--- src/rtl/pll_reset_sequencer_pkg.sv ---
// Shared types and default constants for the PLL reset sequencer.
// Latency: n/a (types and constants only).
// Backpressure: n/a.
package pll_reset_sequencer_pkg;

    typedef enum logic [2:0] {
        PLLRST,
        WAITLOCK,
        STABLE,
        RELEASE,
        RUN,
        FAIL
    } seq_state_e;

    localparam int DEF_NUM_DOMAINS      = 8;
    localparam int DEF_PLL_RST_CYC      = 16;
    localparam int DEF_LOCK_TIMEOUT_CYC = 50000;
    localparam int DEF_LOCK_STABLE_CYC  = 1024;
    localparam int DEF_STAGGER_CYC      = 64;
    localparam int DEF_MAX_RETRY        = 3;

    // Largest of the cycle counts that share the single phase counter.
    function automatic int max4(input int a, input int b, input int c, input int d);
        int m;
        m = a;
        if (b > m) m = b;
        if (c > m) m = c;
        if (d > m) m = d;
        return m;
    endfunction

endpackage

--- src/rtl/pll_reset_sequencer_if.sv ---
// PLL-side and domain-reset signals of the sequencer, grouped as one bundle.
// Latency: n/a (wiring only).
// Backpressure: none; all signals are level-valued.
interface pll_reset_sequencer_if
    import pll_reset_sequencer_pkg::*;
#(
    parameter int NUM_DOMAINS = DEF_NUM_DOMAINS
);
    logic                   pll_locked;
    logic                   sw_reset_req;
    logic                   pll_rst;
    logic [NUM_DOMAINS-1:0] domain_rstn;
    logic                   all_ready;
    logic                   pll_fail;
    logic [1:0]             retry_cnt;

    // Sequencer side.
    modport master (
        input  pll_locked, sw_reset_req,
        output pll_rst, domain_rstn, all_ready, pll_fail, retry_cnt
    );

    // PLL / clock-domain side.
    modport slave (
        output pll_locked, sw_reset_req,
        input  pll_rst, domain_rstn, all_ready, pll_fail, retry_cnt
    );
endinterface

--- src/rtl/sync_2ff.sv ---
// Single-bit two-flop synchroniser for an asynchronous level input.
// Latency: 2 clk cycles from d to q.
// Backpressure: none.
module sync_2ff (
    input  logic clk,
    input  logic rstn,
    input  logic d,
    output logic q
);
    logic meta;

    // Two-stage capture; both stages clear to 0 on reset.
    always_ff @(posedge clk) begin
        if (!rstn) begin
            meta <= 1'b0;
            q    <= 1'b0;
        end else begin
            meta <= d;
            q    <= meta;
        end
    end
endmodule

--- src/rtl/pll_reset_sequencer.sv ---
// PLL reset/lock supervisor with staggered per-domain reset release and lock retry.
// Latency: lock seen 2 cycles after pll_locked; all outputs registered (1 cycle after decision).
// Backpressure: none; sw_reset_req is a one-cycle pulse acted on only in RELEASE/RUN/FAIL.
module pll_reset_sequencer
    import pll_reset_sequencer_pkg::*;
#(
    parameter int NUM_DOMAINS      = DEF_NUM_DOMAINS,
    parameter int PLL_RST_CYC      = DEF_PLL_RST_CYC,
    parameter int LOCK_TIMEOUT_CYC = DEF_LOCK_TIMEOUT_CYC,
    parameter int LOCK_STABLE_CYC  = DEF_LOCK_STABLE_CYC,
    parameter int STAGGER_CYC      = DEF_STAGGER_CYC,
    parameter int MAX_RETRY        = DEF_MAX_RETRY
) (
    input  logic                  clk,
    input  logic                  rstn,
    pll_reset_sequencer_if.master bus
);
    localparam int CNT_MAX = max4(LOCK_TIMEOUT_CYC, LOCK_STABLE_CYC, PLL_RST_CYC, STAGGER_CYC);
    localparam int CNT_W   = $clog2(CNT_MAX + 1);
    localparam int IDX_W   = $clog2(NUM_DOMAINS + 1);

    localparam logic [CNT_W-1:0] RST_LAST     = CNT_W'(PLL_RST_CYC - 1);
    localparam logic [CNT_W-1:0] TIMEOUT_LAST = CNT_W'(LOCK_TIMEOUT_CYC - 1);
    localparam logic [CNT_W-1:0] STABLE_LAST  = CNT_W'(LOCK_STABLE_CYC - 1);
    localparam logic [CNT_W-1:0] STAGGER_LAST = CNT_W'(STAGGER_CYC - 1);
    localparam logic [IDX_W-1:0] IDX_LAST     = IDX_W'(NUM_DOMAINS - 1);
    localparam logic [1:0]       RETRY_LIMIT  = 2'(MAX_RETRY);
    localparam logic [NUM_DOMAINS-1:0] DOM_BIT0 = {{(NUM_DOMAINS-1){1'b0}}, 1'b1};

    seq_state_e             state_q, state_d;
    logic [CNT_W-1:0]       cnt_q, cnt_d;
    logic [IDX_W-1:0]       idx_q, idx_d;
    logic [1:0]             retry_q, retry_d;
    logic                   pll_rst_q, pll_rst_d;
    logic [NUM_DOMAINS-1:0] dom_q, dom_d;
    logic                   ready_q, ready_d;
    logic                   fail_q, fail_d;
    logic                   lk;
    logic [1:0]             retry_inc;

    sync_2ff u_lock_sync (
        .clk  (clk),
        .rstn (rstn),
        .d    (bus.pll_locked),
        .q    (lk)
    );

    assign retry_inc = retry_q + 2'd1;

    // State and output registers; reset puts the PLL back into reset with every domain held.
    always_ff @(posedge clk) begin
        if (!rstn) begin
            state_q   <= PLLRST;
            cnt_q     <= '0;
            idx_q     <= '0;
            retry_q   <= '0;
            pll_rst_q <= 1'b1;
            dom_q     <= '0;
            ready_q   <= 1'b0;
            fail_q    <= 1'b0;
        end else begin
            state_q   <= state_d;
            cnt_q     <= cnt_d;
            idx_q     <= idx_d;
            retry_q   <= retry_d;
            pll_rst_q <= pll_rst_d;
            dom_q     <= dom_d;
            ready_q   <= ready_d;
            fail_q    <= fail_d;
        end
    end

    // Next-state and next-output decisions; the phase counter restarts on every state change.
    always_comb begin
        state_d   = state_q;
        cnt_d     = cnt_q;
        idx_d     = idx_q;
        retry_d   = retry_q;
        pll_rst_d = pll_rst_q;
        dom_d     = dom_q;
        ready_d   = ready_q;
        fail_d    = fail_q;
        case (state_q)
            PLLRST: begin
                if (cnt_q == RST_LAST) begin
                    state_d   = WAITLOCK;
                    cnt_d     = '0;
                    pll_rst_d = 1'b0;
                end else begin
                    cnt_d = cnt_q + CNT_W'(1);
                end
            end
            WAITLOCK: begin
                if (lk) begin
                    state_d = STABLE;
                    cnt_d   = '0;
                end else if (cnt_q == TIMEOUT_LAST) begin
                    retry_d   = retry_inc;
                    cnt_d     = '0;
                    pll_rst_d = 1'b1;
                    if (retry_inc == RETRY_LIMIT) begin
                        state_d = FAIL;
                        fail_d  = 1'b1;
                    end else begin
                        state_d = PLLRST;
                    end
                end else begin
                    cnt_d = cnt_q + CNT_W'(1);
                end
            end
            STABLE: begin
                // Any dropout sends us back to wait for lock with a fresh timeout.
                if (!lk) begin
                    state_d = WAITLOCK;
                    cnt_d   = '0;
                end else if (cnt_q == STABLE_LAST) begin
                    state_d = RELEASE;
                    cnt_d   = '0;
                    idx_d   = '0;
                end else begin
                    cnt_d = cnt_q + CNT_W'(1);
                end
            end
            RELEASE, RUN: begin
                // Lock loss outranks a soft reset: the PLL itself must be restarted.
                if (!lk) begin
                    state_d   = PLLRST;
                    cnt_d     = '0;
                    idx_d     = '0;
                    retry_d   = '0;
                    pll_rst_d = 1'b1;
                    dom_d     = '0;
                    ready_d   = 1'b0;
                end else if (bus.sw_reset_req) begin
                    state_d = RELEASE;
                    cnt_d   = '0;
                    idx_d   = '0;
                    dom_d   = '0;
                    ready_d = 1'b0;
                end else if (state_q == RELEASE) begin
                    if (cnt_q == STAGGER_LAST) begin
                        cnt_d = '0;
                        dom_d = dom_q | (DOM_BIT0 << idx_q);
                        idx_d = idx_q + IDX_W'(1);
                        if (idx_q == IDX_LAST) begin
                            state_d = RUN;
                            ready_d = 1'b1;
                            retry_d = '0;
                        end
                    end else begin
                        cnt_d = cnt_q + CNT_W'(1);
                    end
                end
            end
            FAIL: begin
                // Parked with the PLL in reset until software asks for a new attempt.
                if (bus.sw_reset_req) begin
                    state_d = PLLRST;
                    cnt_d   = '0;
                    retry_d = '0;
                    fail_d  = 1'b0;
                end
            end
            default: begin
                state_d   = PLLRST;
                cnt_d     = '0;
                pll_rst_d = 1'b1;
                dom_d     = '0;
                ready_d   = 1'b0;
            end
        endcase
    end

    assign bus.pll_rst     = pll_rst_q;
    assign bus.domain_rstn = dom_q;
    assign bus.all_ready   = ready_q;
    assign bus.pll_fail    = fail_q;
    assign bus.retry_cnt   = retry_q;
endmodule

--- src/flat_wrapper.sv ---
// flat-port wrapper written by rule: the top's interface ports become plain ports
module pll_reset_sequencer_flat import pll_reset_sequencer_pkg::*;
#(
    parameter int NUM_DOMAINS      = DEF_NUM_DOMAINS,
    parameter int PLL_RST_CYC      = DEF_PLL_RST_CYC,
    parameter int LOCK_TIMEOUT_CYC = DEF_LOCK_TIMEOUT_CYC,
    parameter int LOCK_STABLE_CYC  = DEF_LOCK_STABLE_CYC,
    parameter int STAGGER_CYC      = DEF_STAGGER_CYC,
    parameter int MAX_RETRY        = DEF_MAX_RETRY
)
  (clk, rstn, bus_pll_locked, bus_sw_reset_req, bus_pll_rst, bus_domain_rstn, bus_all_ready, bus_pll_fail, bus_retry_cnt);
  pll_reset_sequencer_if #(.NUM_DOMAINS(NUM_DOMAINS)) bus_i ();
  input  logic clk;
  input  logic rstn;
  input wire logic [$bits(bus_i.pll_locked)-1:0] bus_pll_locked;
  input wire logic [$bits(bus_i.sw_reset_req)-1:0] bus_sw_reset_req;
  output wire logic [$bits(bus_i.pll_rst)-1:0] bus_pll_rst;
  output wire logic [$bits(bus_i.domain_rstn)-1:0] bus_domain_rstn;
  output wire logic [$bits(bus_i.all_ready)-1:0] bus_all_ready;
  output wire logic [$bits(bus_i.pll_fail)-1:0] bus_pll_fail;
  output wire logic [$bits(bus_i.retry_cnt)-1:0] bus_retry_cnt;
  assign bus_i.pll_locked = bus_pll_locked;
  assign bus_i.sw_reset_req = bus_sw_reset_req;
  assign bus_pll_rst = bus_i.pll_rst;
  assign bus_domain_rstn = bus_i.domain_rstn;
  assign bus_all_ready = bus_i.all_ready;
  assign bus_pll_fail = bus_i.pll_fail;
  assign bus_retry_cnt = bus_i.retry_cnt;
  pll_reset_sequencer #(.NUM_DOMAINS(NUM_DOMAINS), .PLL_RST_CYC(PLL_RST_CYC), .LOCK_TIMEOUT_CYC(LOCK_TIMEOUT_CYC), .LOCK_STABLE_CYC(LOCK_STABLE_CYC), .STAGGER_CYC(STAGGER_CYC), .MAX_RETRY(MAX_RETRY)) u_core (.clk(clk), .rstn(rstn), .bus(bus_i));
endmodule
--- config.mk ---
export PLATFORM = sky130hd
export DESIGN_NAME = pll_reset_sequencer_flat
export DESIGN_NICKNAME = d
export VERILOG_FILES = /design/src/rtl/pll_reset_sequencer_pkg.sv /design/src/rtl/pll_reset_sequencer_if.sv /design/src/rtl/sync_2ff.sv /design/src/rtl/pll_reset_sequencer.sv /design/src/flat_wrapper.sv
export SDC_FILE = /design/constraint.sdc
export NUM_CORES = 1
export LEC_CHECK = 0
export BUFFER_PORTS_ARGS = -buffer_cell sky130_fd_sc_hd__buf_2
export CAP_MARGIN = 25
export CORE_UTILIZATION = 34
export CTS_BUF_LIST = sky130_fd_sc_hd__clkbuf_8 sky130_fd_sc_hd__clkbuf_16
export DETAILED_ROUTE_END_ITERATION = 12
export PLACE_DENSITY = 0.59
export SLEW_MARGIN = 20
export SYNTH_ARGS = -nofsm -noshare
export SYNTH_HDL_FRONTEND = slang
export SYNTH_SLANG_ARGS = --single-unit
--- constraint.sdc ---
create_clock -name clk -period 2.85 [get_ports clk]
set_clock_uncertainty 0.2 [all_clocks]
set_input_delay 0.1425 -clock clk [delete_from_list [all_inputs] [get_ports clk]]
set_output_delay 0.1425 -clock clk [all_outputs]
set_load 0.01 [all_outputs]
# Word-level counts from Yosys, hierarchy flattened

Cells that the tools add are included.

Register bits after elaboration: 38
Input port bits: 4
Output and inout port bits: 13
Word-level logic and storage cells: 121

$add $sub $neg: 3
Equal/unequal tests: 28
Shift-type cells: 1
Muxes and demuxes: 61
Bitwise gates (word level): 3
Reductions and logical operators: 15

Operator list:

| operator                                               | count |
|---|---|
| two-way mux 16 bit                                     | 10 |
| case mux 16 bit (5 select lines)                       | 1 |
| two-way mux 3 bit                                      | 12 |
| two-way mux 8 bit                                      | 4 |
| two-way mux 4 bit                                      | 6 |
| adder 16 x 1 -> 16 bit (second input constant)         | 1 |
| equality test 16 x 10 -> 1 bit (second input constant) | 1 |
| equality test 16 bit (second input constant)           | 1 |
| equality test 16 x 4 -> 1 bit (second input constant)  | 1 |
| equality test 16 x 6 -> 1 bit (second input constant)  | 1 |
| two-way mux 2 bit                                      | 8 |
| case mux 8 bit (2 select lines)                        | 1 |
| inequality test 3 x 2 -> 1 bit (second input constant) | 5 |
| case mux 3 bit (5 select lines)                        | 1 |
| AND reduction 5 bit                                    | 3 |
| two-way mux 1 bit                                      | 13 |
| inequality test 4 x 3 -> 1 bit (second input constant) | 3 |
| inequality test 2 x 1 -> 1 bit (second input constant) | 4 |
| inequality test 2 bit (second input constant)          | 4 |
| OR 8 bit                                               | 1 |
| case mux 4 bit (2 select lines)                        | 1 |
| AND reduction 8 bit                                    | 1 |
| left shift 1 x 4 -> 8 bit (first input constant)       | 1 |
| AND reduction 7 bit                                    | 1 |
| 20 further kinds                                       | 26 |

# Longest topological paths before layout

Word-level depth: 7
Gate-level depth with buffers: 9
Depth with buffers taken out: 7

# Cells and area by module

Synthesis repeated with hierarchy kept, for this count alone.

Cell total of the unflattened synthesis: 247
Area total of the unflattened synthesis: 2,182.1 µm²

By module, submodules not included:

| module              | times used | cells an instance | area each (µm²) | seq. area each (µm²) |
|---|---|---|---|---|
| pll_reset_sequencer | 1          | 243               | 2,129.5         | 720.7 |
| sync_2ff            | 1          | 4                 | 52.6            | 40.0 |

# Worst setup path after synthesis

No wires, ideal clock.

Kind: register -> register
Start: register u_core.cnt_q[0]
End: register u_core.cnt_q[14]
Setup time: 0.074 ns
Data arrival time: 2.030 ns
Data required time: 2.576 ns
Path slack: 0.546 ns
Stages on the path, launching flop included: 10
Buffers on the path: 2
Clock period less this slack: 2.304 ns
Cell sequence: dfxtp_1 ha_1 and3_1 clkbuf_1 nand4_1 nand3_2 and4_1 buf_6 or4_1 a31oi_1

Cells in the longest elaborated chain, start to end: 6
Elaborated cells on any way between the ends: 15
Those cells by class: 1 x add/sub; 4 x eq/ne; 10 x mux

RTL lines:

| what                                                                           | line                       | RTL |
|---|---|---|
| from (decl)                                                                    | pll_reset_sequencer.sv:31  | `logic [CNT_W-1:0] cnt_q, cnt_d;` |
| from (signal assigned)                                                         | pll_reset_sequencer.sv:63  | `cnt_q <= cnt_d;` |
| adder 16 x 1 -> 16 bit / equality test 16 x 6 -> 1 bit (equally long branches) | n/a                        |  |
| two-way mux 16 bit                                                             | pll_reset_sequencer.sv:141 | `if (cnt_q == STAGGER_LAST) begin` |
| two-way mux 16 bit                                                             | pll_reset_sequencer.sv:140 | `end else if (state_q == RELEASE) begin` |
| two-way mux 16 bit                                                             | pll_reset_sequencer.sv:134 | `end else if (bus.sw_reset_req) begin` |
| two-way mux 16 bit                                                             | pll_reset_sequencer.sv:126 | `if (!lk) begin` |
| case mux 16 bit (5 select lines) *                                             | pll_reset_sequencer.sv:83  | `case (state_q)` |

Every way passes the cells marked *; elsewhere a longest branch is shown, timed or not. The select of a mux whose other input is x is not followed.
A chain may end at the register's enable or synchronous reset.

# Worst setup path after layout

Start: register u_core.state_q[1]
End: register u_core.cnt_q[14]

Cells in the longest elaborated chain, start to end: 4
Elaborated cells on any way between the ends: 11
Those cells by class: 7 x eq/ne; 1 x mux; 3 x reduce/logical

RTL lines:

| what                                                                       | line                                                  | RTL |
|---|---|---|
| from (decl)                                                                | pll_reset_sequencer.sv:30                             | `seq_state_e state_q, state_d;` |
| from (signal assigned)                                                     | pll_reset_sequencer.sv:62                             | `state_q <= state_d;` |
| equality test 3 bit / equality test 3 x 2 -> 1 bit (equally long branches) | pll_reset_sequencer.sv:83, pll_reset_sequencer.sv:140 |  |
| OR reduction 2 bit                                                         | pll_reset_sequencer.sv:83                             |  |
| inequality test 4 x 3 -> 1 bit (no line)                                   | n/a                                                   |  |
| AND reduction 2 bit (no line)                                              | n/a                                                   |  |

Several ways; a longest one is shown, not always the timed one.

==> flow_summary.yaml <==
cts:
  cts_setup_buffers: 0
  cts_num_sinks: 38
  clock_latency_ns: 0.30
  cts_tree: "yes"
  clockBufferDepth: 2
  ctsHtreeMaxLevel: 2
  cts-root-buf: "clkbuf_8"
  cts_buffers: 5
  clk_pin_slew_worst_paths_ns: 0.08
die:
  rows: 28
  ios: 17
  die_w_um: 80.8
  die_area_sq_um: 6530
  core_sq_um: 5960
  die_h_um: 80.8
  start_util: 0.354
critical_path:
  cp-end-kind: "register"
  crit_buf_inv: 0
  cp-start-kind: "register"
  crit_type: "reg -> reg"
  required_ns: 2.87
  worstPathCellList: "nand3b_1 -> o21ai_4 -> nand3_2 -> and4_1 -> or4_1 -> a31oi_1"
  cp.arrival_ns: 2.49
  crit_family: "simple AND/OR/NAND/NOR gates"
  worst-path-max-fanout: 15
  worst_path_largest_cell_delay_ns: 0.64
  slowest_stage: "dfxtp_1"
placement:
  gp_congestion: 0.823
  hpwl_mm: 3.24
  io_buffers: 16
timing:
  finalCritPeriodShare: 0.866
  rsz0062_at_grt: "false"
  hold_violations: 0
  max_slew_margin: 0.569
  min_period_ns: 2.47
  worst_pin_slew_ns: 0.647
  slew_viol_final: 0
  setup_violations: 0
  fmax_ghz: 0.405
  fin_tns_setup_ns: 0
route:
  vias: 1808
  top_layer: "met4"
  wl_met2_mm: 2.03
  route.detailed.drc: 0
  wl_met3_um: 220
  wl_per_cell_um: 13.0
  wl_met1_mm: 2.16
  wirelength_mm: 4.46
  drt_iter0_drc: 194
  firstDrtPassIters: 4
  antenna_left: 0
  via_per_inst: 5.27
final_layout:
  layout-drive-gt1-share: 0.164
  final_common_cell: "dfxtp_1"
  post-route-util: 0.396
  synthToLayoutAreaGrowth_pct: 11.9
  diodes: 0
  final_cell_mix: "38 x dfxtp_1, 31 x nand2_1, 25 x nor2_1"
  finalNetCount: 279
run:
  maxCapViolCount: 0
power:
  p_leak_uw: 0.000864
  swShare: 0.270
  p_per_area_nw_per_um2: 435
  combinationalPowerShare: 0.084
  ir_drop_v: 0.000206
  p_switching_uw: 278
  internal_power_uw: 749
  seqPwrFrac: 0.543
  clockPowerShare: 0.373
yosys:
  syn_nets: 262
  synth_flop_cell: "dfxtp_1"
  synth_area_sq_um: 2110
  synth_edf_count: 0
  yosysWarnings: 0
  ys_ff_latch: 38
  synth-seq-area-share: 0.360
  yosysUniqueCellTypes: 51
  async_reset_ff_frac: 0
  syn_inst: 250
  syn_avg_cell_area_sq_um: 8.44
grt:
  grt_max_degree: 23
  antenna_found_initial: 0
  grtUsageTotal: 0.156
  grt_overflow: 0
  grt_pass1_vias: 1724
  grt_pass1_wl_mm: 7.82
run_status:
  status: "finished, final reports clean"
hold_path:
  hold_path.class: "in -> reg"
power groups by stage:
stage | sequential, uW | combinational [uW] | clock (uW)
after floorplan | 565 | 70.7 | 0
after global placement | 569 | 85.3 | 0
after detailed placement | 570 | 85.7 | 0
after CTS | 557 | 87.1 | 398
after global routing | 560 | 98.0 | 424
final | 557 | 86.2 | 384
timing repair:
action / in CTS / in global routing
endpoints found under the hold margin: 1 / 0
gates resized for setup: 0 / 0
hold buffers: 1 / 0
per-stage QoR:
stage / hold WS, ns / worst slack [ns] / total power, uW / std cells / cell area (sq um)
after detailed placement: 0.162 / 0.409 / 655 / 334 / 2260
after global placement: 0.152 / 0.461 / 655 / 334 / 2260
after global routing: 0.0635 / 0.156 / 1080 / 343 / 2360
after floorplan: 0.0698 / 0.546 / 635 / 250 / 2110
after CTS: 0.0353 / 0.375 / 1040 / 343 / 2360
final: 0.0335 / 0.381 / 1030 / 343 / 2360
flip-flops by register name (all words and copies together), names as in the netlist:
name,flops
u_core.cnt_q,16
u_core.bus.domain_rstn,8
u_core.bus.retry_cnt,2
u_core.bus.all_ready,1
u_core.idx_q,4
u_core.state_q,3
u_core.u_lock_sync.meta,1
u_core.bus.pll_fail,1
u_core.u_lock_sync.q,1
u_core.bus.pll_rst,1
metal layers:
metal / GRT usage / vias up
met4: 0.0500 / 0
met2: 0.248 / 43
met3: 0.0404 / 4
met5: 0 / -
met1: 0.205 / 817
li1: - / 944
synth_stat cells (2+ instances only):
library cell,n,area (sq um)
nor3_1,6,30.0
o21ai_0,11,55.1
nand4_2,2,25.0
nor2_1,25,93.8
o21ai_4,2,32.5
nor4_2,4,50.1
ha_1,8,100
inv_1,8,30.0
nor4_1,4,25.0
o211ai_1,2,15.0
a21boi_0,3,22.5
nand3_1,16,80.1
buf_2,4,20.0
nand2_1,31,116
a22o_1,10,87.6
a31oi_1,4,25.0
xnor2_1,3,26.3
clkbuf_1,6,22.5
or4_1,3,22.5
nand4_1,8,50.1
xor2_1,7,61.3
nor4bb_1,2,20.0
or3_1,4,25.0
mux2i_1,3,30.0
nand3b_1,3,22.5
dfxtp_1,38,761
and2_1,5,31.3
a21oi_1,3,15.0
and3_1,3,18.8
final cells by class:
| cell class | count | area [sq um] |
|---|---|---|
| Multi-Input combinational cell | 192 | 1260 |
| Tap cell | 75 | 93.8 |
| Sequential cell | 38 | 761 |
| Timing Repair Buffer | 21 | 120 |
| Clock inverter | 3 | 21.3 |
| Fill cell | 624 | 3590 |
| Inverter | 9 | 33.8 |
| Clock buffer | 5 | 68.8 |
cell families (layout without fill, tap and decap cells):
group | Yosys count | count (layout) | share of synthesized area
AO/OA/AOI/OAI | 45 | 45 | 0.162
XOR/XNOR | 10 | 10 | 0.0415
adder cells (fa/ha/maj) | 8 | 8 | 0.0474
buffers and inverters | 20 | 38 | 0.0415
flip-flops | 38 | 38 | 0.360
multiplexers | 3 | 3 | 0.0142
AND/OR/NAND/NOR | 126 | 126 | 0.333
path summary, 6_finish.rpt:
check,from,end,slack (ns),depth (start not counted)
setup reg to reg,u_core.state_q[1],u_core.cnt_q[14],0.38,6
hold reg to reg,u_core.u_lock_sync.meta,u_core.u_lock_sync.q,0.24,1
hold / removal,rstn,u_core.bus.pll_rst,0.03,2
setup / recovery,u_core.state_q[1],u_core.cnt_q[14],0.38,6
Note: power is estimated with default switching activity, not from simulation.
